--- src/rtl/display_bcd_sequencer_pkg.sv ---
`default_nettype none
// ============================================================================
// display_bcd_sequencer_pkg : shared types/constants for the BCD display path
// Revision: 1.0
// ============================================================================
package display_bcd_sequencer_pkg;

  typedef enum logic [0:0] {
    ST_IDLE = 1'b0,
    ST_CONV = 1'b1
  } state_t;

  localparam logic [3:0] BLANK_CODE = 4'hF;
  localparam logic [3:0] OVF_CODE   = 4'hE;

  function automatic int cnt_width(input int width);
    return $clog2(width + 1);
  endfunction

endpackage
`default_nettype wire

--- src/rtl/display_bcd_sequencer_bcd_add3_cell.sv ---
`default_nettype none
// ============================================================================
// bcd_add3_cell : double-dabble nibble correction (adds 3 when input >= 5)
// Revision: 1.0
// ============================================================================
module bcd_add3_cell (
  input  logic [3:0] i_nib,
  output logic [3:0] o_nib
);

  assign o_nib = (i_nib >= 4'd5) ? (i_nib + 4'd3) : i_nib;

endmodule
`default_nettype wire

--- src/rtl/display_bcd_sequencer.sv ---
`default_nettype none
// ============================================================================
// display_bcd_sequencer : serial binary-to-BCD converter feeding digit decoders
// Revision: 1.0
// ============================================================================
module display_bcd_sequencer
  import display_bcd_sequencer_pkg::*;
#(
  parameter int WIDTH = 16,
  parameter int NDIG  = 5
) (
  input  logic              clock,
  input  logic              reset,
  input  logic              start,
  input  logic [WIDTH-1:0]  value,
  output logic              busy,
  output logic              done,
  output logic              overflow,
  output logic              show,
  output logic [4*NDIG-1:0] digits
);

  localparam int ACC_W = 4*NDIG + 4;
  localparam int CW    = cnt_width(WIDTH);

  state_t             r_state;
  state_t             w_state_nx;
  logic [WIDTH-1:0]   r_shift;
  logic [ACC_W-1:0]   r_acc;
  logic [CW-1:0]      r_cnt;
  logic               r_busy;
  logic               r_done;
  logic               r_ovf;
  logic               r_show;
  logic [4*NDIG-1:0]  r_digits;

  logic [ACC_W-1:0]   w_adj;
  logic [ACC_W-1:0]   w_acc_nx;
  logic [WIDTH-1:0]   w_shift_nx;
  logic               w_last;
  logic               w_ovf;
  logic [4*NDIG-1:0]  w_blanked;
  logic [4*NDIG-1:0]  w_digits_nx;

  for (genvar g = 0; g < NDIG + 1; g++) begin : g_add3
    bcd_add3_cell u_cell (
      .i_nib (r_acc[4*g +: 4]),
      .o_nib (w_adj[4*g +: 4])
    );
  end

  assign w_acc_nx   = {w_adj[ACC_W-2:0], r_shift[WIDTH-1]};
  assign w_shift_nx = {r_shift[WIDTH-2:0], 1'b0};
  assign w_last     = (r_state == ST_CONV) && (r_cnt == CW'(1));

  // A bit carried out past the guard nibble also counts as not fitting.
  assign w_ovf = (|w_acc_nx[ACC_W-1 -: 4]) | w_adj[ACC_W-1];

  always_comb begin : p_blank
    logic lead;
    lead      = 1'b1;
    w_blanked = w_acc_nx[4*NDIG-1:0];
    for (int i = NDIG - 1; i >= 1; i--) begin
      if (lead && (w_acc_nx[4*i +: 4] == 4'h0)) begin
        w_blanked[4*i +: 4] = BLANK_CODE;
      end else begin
        lead = 1'b0;
      end
    end
  end

  assign w_digits_nx = w_ovf ? {NDIG{OVF_CODE}} : w_blanked;

  always_ff @(posedge clock) begin
    if (reset) r_state <= ST_IDLE;
    else       r_state <= w_state_nx;
  end

  always_comb begin
    w_state_nx = r_state;
    case (r_state)
      ST_IDLE: if (start)  w_state_nx = ST_CONV;
      ST_CONV: if (w_last) w_state_nx = ST_IDLE;
      default:             w_state_nx = ST_IDLE;
    endcase
  end

  always_ff @(posedge clock) begin
    if (reset) begin
      r_shift  <= '0;
      r_acc    <= '0;
      r_cnt    <= '0;
      r_busy   <= 1'b0;
      r_done   <= 1'b0;
      r_ovf    <= 1'b0;
      r_show   <= 1'b0;
      r_digits <= '0;
    end else begin
      r_busy <= (w_state_nx == ST_CONV);
      r_done <= w_last;
      if ((r_state == ST_IDLE) && start) begin
        r_shift <= value;
        r_acc   <= '0;
        r_cnt   <= CW'(WIDTH);
      end else if (r_state == ST_CONV) begin
        r_shift <= w_shift_nx;
        r_acc   <= w_acc_nx;
        r_cnt   <= r_cnt - CW'(1);
      end
      // The decoders only ever see finished results.
      if (w_last) begin
        r_digits <= w_digits_nx;
        r_ovf    <= w_ovf;
        r_show   <= 1'b1;
      end
    end
  end

  assign busy     = r_busy;
  assign done     = r_done;
  assign overflow = r_ovf;
  assign show     = r_show;
  assign digits   = r_digits;

endmodule
`default_nettype wire

--- config.mk ---
export PLATFORM = sky130hd
export DESIGN_NAME = display_bcd_sequencer
export DESIGN_NICKNAME = d
export VERILOG_FILES = /design/src/rtl/display_bcd_sequencer_pkg.sv /design/src/rtl/display_bcd_sequencer_bcd_add3_cell.sv /design/src/rtl/display_bcd_sequencer.sv
export SDC_FILE = /design/constraint.sdc
export NUM_CORES = 1
export LEC_CHECK = 0
export ABC_CLOCK_PERIOD_IN_PS = 3200
export BUFFER_PORTS_ARGS = -buffer_cell sky130_fd_sc_hd__buf_4
export CAP_MARGIN = 15
export CORE_MARGIN = 2
export CORE_UTILIZATION = 48
export CTS_BUF_LIST = sky130_fd_sc_hd__clkbuf_2
export CTS_CLUSTER_DIAMETER = 40
export CTS_CLUSTER_SIZE = 25
export DETAILED_ROUTE_END_ITERATION = 10
export GPL_ROUTABILITY_DRIVEN = 0
export PLACE_DENSITY = 0.68
export SYNTH_ARGS = -nofsm -noshare
export SYNTH_HDL_FRONTEND = slang
export SYNTH_SLANG_ARGS = --single-unit
--- constraint.sdc ---
create_clock -name clock -period 3.2 [get_ports clock]
set_clock_uncertainty 0.1 [all_clocks]
set_input_delay 0.64 -clock clock [delete_from_list [all_inputs] [get_ports clock]]
set_output_delay 0.64 -clock clock [all_outputs]
set_load 0.03 [all_outputs]
# After elaboration in Yosys (flattened, before gate mapping)
# Cells that the tools add are included.
# totals
ff_bits,69
inputBits,19
out_inout_bits,24
elab_cells,58
# op_classes
n_addsub,7
order_cmp,6
eq_ne,1
muxes,21
bitwise,2
reduce_logical,12
# ops
op,n
2-to-1 mux 4 bit,10
2-to-1 mux 16 bit,2
adder 4 x 2 -> 4 bit (second input constant),6
>= comparator 4 x 3 -> 1 bit (second input constant),6
2-to-1 mux 20 bit,1
logical NOT 4 bit,4
2-to-1 mux 5 bit,2
equality test 5 x 1 -> 1 bit (second input constant),1
logical AND 1 bit,5
2-to-1 mux 1 bit,5
subtractor 5 x 1 -> 5 bit (second input constant),1
OR reduction 4 bit,1
one-hot mux 1 bit (2 select lines),1
nonzero test 2 bit,1
OR reduction 2 bit,1
NOT 1 bit,1
bitwise OR 1 bit,1

# Logic depth before layout (Yosys ltp)
# logic_depth
ltp_word,11
mapped_depth,8
mapped_depth_nobuf,8

# Cells and area by module
# From an unflattened synthesis, not the netlist that was laid out.
# unflattened
hier_cells,385
hier_area_um2,3345.7
# modules_own_cells
mod,instances,cells_each,area_each_um2,seq_area_each_um2
display_bcd_sequencer,1,289,2737.6,1381.3
bcd_add3_cell,6,16,101.3,0.0

# Worst setup path before layout
# No wires, ideal clock.
# synth_timing
path_type,flip-flop to flip-flop
from,register r_acc[13]
to,register r_digits[7] (netlist: digits[7])
setup_time_ns,0.091
t_arrival_ns,1.887
required_ns,3.009
slack_ns,1.122
path_stages_with_launch,9
path_buffers,0
period_less_slack_ns,2.078
cell_sequence,dfxtp_1 inv_1 ha_1 nand2b_1 a21o_2 mux2i_1 nor4b_4 nand3_1 a311oi_1
# synth_between
elab_chain_len,11
elab_cells_between_ends,13
cone_classes,add/sub (1); order compare (1); mux (6); reduce/logical (5)
# synth_lines
item,line,source
from (decl),display_bcd_sequencer.sv:29,logic [ACC_W-1:0] r_acc;
from (signal assigned),display_bcd_sequencer.sv:107,r_acc <= w_acc_nx;
adder 4 x 2 -> 4 bit or >= comparator 4 x 3 -> 1 bit (tied branches),display_bcd_sequencer_bcd_add3_cell.sv:11,assign o_nib = (i_nib >= 4'd5) ? (i_nib + 4'd3) : i_nib;
2-to-1 mux 4 bit (*),display_bcd_sequencer_bcd_add3_cell.sv:11,
logical NOT 4 bit,display_bcd_sequencer.sv:64,if (lead && (w_acc_nx[4*i +: 4] == 4'h0)) begin
2-to-1 mux 1 bit,display_bcd_sequencer.sv:64,
logical AND 1 bit,display_bcd_sequencer.sv:64,
2-to-1 mux 1 bit (*),display_bcd_sequencer.sv:64,
logical AND 1 bit,display_bcd_sequencer.sv:64,
2-to-1 mux 1 bit (*),display_bcd_sequencer.sv:64,
logical AND 1 bit (*),display_bcd_sequencer.sv:64,
2-to-1 mux 4 bit (*),display_bcd_sequencer.sv:64,
2-to-1 mux 20 bit (*),display_bcd_sequencer.sv:72,assign w_digits_nx = w_ovf ? {NDIG{OVF_CODE}} : w_blanked;
to (signal assigned),display_bcd_sequencer.sv:112,r_digits <= w_digits_nx;
to (decl),display_bcd_sequencer.sv:35,logic [4*NDIG-1:0] r_digits;
# Mark *: on every way between the ends. The rest lies on a longest branch, timed or not.
# A chain may end at the register's enable or synchronous reset.

# Worst setup path in the final report
# layout_timing
from,register r_busy (netlist: busy)
to,output port busy
# layout_rtl
item,line,source
from (decl),display_bcd_sequencer.sv:31,logic r_busy;
from (signal assigned),display_bcd_sequencer.sv:99,r_busy <= (w_state_nx == ST_CONV);
to (decl),display_bcd_sequencer.sv:16,"output logic busy,"
# No word-level cell between the ends.

==> flow_summary.toml <==
[route]
drtIter0Drc = 120
dr.pass1.iters = 4
drt-total-wl_um = 6700
drc = 0
dr_total_vias = 2736
ant_nets = 0
wire_per_inst_um = 13.0
viasPerCell = 5.31

[power_and_ir_drop]
max-vdd-ir-drop_mv = 0.219
totalPowerFinal_mw = 1.61
p_leak_nw = 1.54
power_density_nw_per_um2 = 424

[synth]
synth_nets = 428
yosysSeqAreaShare_pct = 41.2
yosys.cell_types.count = 40
yosysWarnings = 0
synthArstFlopShare_pct = 0
ys_ff_latch = 69
syn_avg_cell_area_sq_um = 8.48
synth_edf_count = 0
netlist_area_sq_um = 3350
ys.flop_type = "dfxtp_1"
syn-instance-count = 395

[cells_and_area]
fin_util_pct = 56.2
synthToLayoutAreaGrowth_pct = 13.3
drive_gt1_share_pct = 16.6
insertedDiodeCount = 0
layout.nets = 464

[clock_tree]
cts.sink_count = 69
worstSkewPairLatency_ns = 0.49
clock_path_buffers = 2
cts_tree = "yes"
postCtsHoldBufs = 0
cts_buffers = 9
cts_resized = 0
post_cts_buffers = 0
h-tree-depth = 3
cts-root-buf = "clkbuf_2"
path_clk_slew_ns = 0.18

[timing]
post-route-period-util_pct = 81.0
relSlewSlack_pct = 33.9
period_needed_ns = 2.59
maxSlewViolCount = 0
max_freq_mhz = 386
setup_violations = 0
fin_ws_ns = 0.607
rsz0062_at_grt = "false"
tightest_slew_ns = 0.992
timing.setup.tns_ns = 0
hold_viol = 0

[status]
run_status = "finished clean"

[worst_setup_path]
arrival_ns = 1.85
cp.required_ns = 2.46
rr_worst_depth = 8
worstPathCellList = "buf_4 > buf_4 > buf_4"
crit_top_cell = "buf_4"
cp_max_fo = 42
worstSetupStartpointType = "register"
worst-path-buf-inv = 3
crit_family = "buffers and inverters"
worst-path-stages = 3
critical_path_class = "reg -> out"
end_kind = "primary output"
crit_slowest_cell = "buf_4"
cp_slowest_stage_delay_ns = 0.44

[flow_run]
cap_violations = 0

[min_path]
min_path_cells = 3
hold_path.class = "in -> reg"

[placed_design]
hpwl_um = 4650
numPortBuffers = 42
pre_cts_ws_ns = 0.832

[global_route]
grt.total_usage_pct = 18.5
grt_max_degree = 43
grt_first_pass_wirelength_um = 11400
grt-ovfl-total = 0
antenna_found_initial = 0
grt_pass1_vias = 2491

[floorplan]
row_count = 30
pin_count = 43
dieArea_sq_um = 7670
die_h_um = 87.6
die_x_um = 87.6
start_util_pct = 49.6
core_area_sq_um = 6760
==> worst register-to-register path, stage by stage (launching register included) <==
cell	delay [ns]
dfxtp_1	0.41
inv_1	0.08
ha_1	0.17
nand2b_1	0.15
a21oi_2	0.24
mux2i_1	0.20
and4_1	0.55
nand2b_1	0.26
o21ai_0	0.19
==> routing by layer <==
layer	routed length [um]	track usage, %	vias to the layer above
li1	-	-	1426
met1	3320	24.7	1251
met2	3060	30.2	50
met3	233	3.11	9
met4	89	6.71	0
met5	0	0	-
==> per-stage QoR <==
stage	cell area [sq um]	instances	hold slack (ns)
after floorplan	3350	395	0.346
after global routing	3800	515	0.349
final	3800	515	0.336
after detailed placement	3720	500	0.344
after CTS	3800	515	0.315
after global placement	3720	500	0.342
==> registers in the layout, summed over array words and instances, names as in the netlist <==
register and cells:
r_cnt 5, r_acc 24, r_shift 16, digits 20, done 1, show 1
busy 1, overflow 1
==> placed cells by master, fill, tap and decap left out, drive strengths merged, types with 8 or more instances in the layout <==
| master | netlist | final |
|---|---|---|
| mux2i | 26 | 26 |
| o21ai | 18 | 18 |
| a211oi | 19 | 19 |
| nor2 | 74 | 74 |
| nand2 | 25 | 25 |
| buf | 10 | 46 |
| ha | 14 | 14 |
| a21oi | 28 | 28 |
| clkbuf | 11 | 10 |
| nor2b | 15 | 15 |
| xnor2 | 8 | 8 |
| dfxtp | 69 | 69 |
| inv | 18 | 18 |
| nor3 | 8 | 8 |
==> path summary, 6_finish.rpt <==
path | start | endpoint | slack, ns
max reg2reg | r_acc[21]$_SDFFE_PP0P_ | digits[8]$_SDFFE_PP0P_ | 0.82
min | value[0] | r_shift[0]$_SDFFE_PP0P_ | 0.34
max | busy$_SDFF_PP0_ | busy | 0.61
min reg2reg | digits[12]$_SDFFE_PP0P_ | digits[12]$_SDFFE_PP0P_ | 0.36
==> cell type report <==
| type | count | area, sq um |
|---|---|---|
| Sequential cell | 69 | 1380 |
| Timing Repair Buffer | 46 | 345 |
| Multi-Input combinational cell | 287 | 1820 |
| Fill cell | 648 | 2960 |
| Tap cell | 80 | 100 |
| Clock buffer | 10 | 50.0 |
| Inverter | 18 | 67.6 |
| Clock inverter | 5 | 28.8 |
==> cell families (layout without fill, tap and decap cells) <==
group,Yosys count,count (layout),synth area share (%)
AND/OR/NAND/NOR,148,148,21.2
AO/OA/AOI/OAI,87,87,16.8
flip-flops,69,69,41.2
buffers and inverters,39,79,4.56
multiplexers,28,28,8.44
adder cells (fa/ha/maj),14,14,5.23
XOR/XNOR,10,10,2.61
==> synthesized netlist by cell type, types with 8 or more instances <==
library cell,n,area [sq um]
clkbuf_1,11,41.3
nor3_1,8,40.0
xnor2_1,8,70.1
dfxtp_1,69,1380
a21oi_1,26,130
mux2i_1,26,260
inv_1,18,67.6
o21ai_0,12,60.1
nor2_1,74,278
ha_1,14,175
nor2b_1,15,93.8
a211oi_1,19,143
nand2_1,25,93.8
==> where the power goes <==
| group | switching, mW | internal, mW |
|---|---|---|
| Sequential | 0.0298 | 0.897 |
| Combinational | 0.166 | 0.122 |
| Clock | 0.298 | 0.0977 |
| Total | 0.493 | 1.12 |
(Power assumes the default switching activity.)
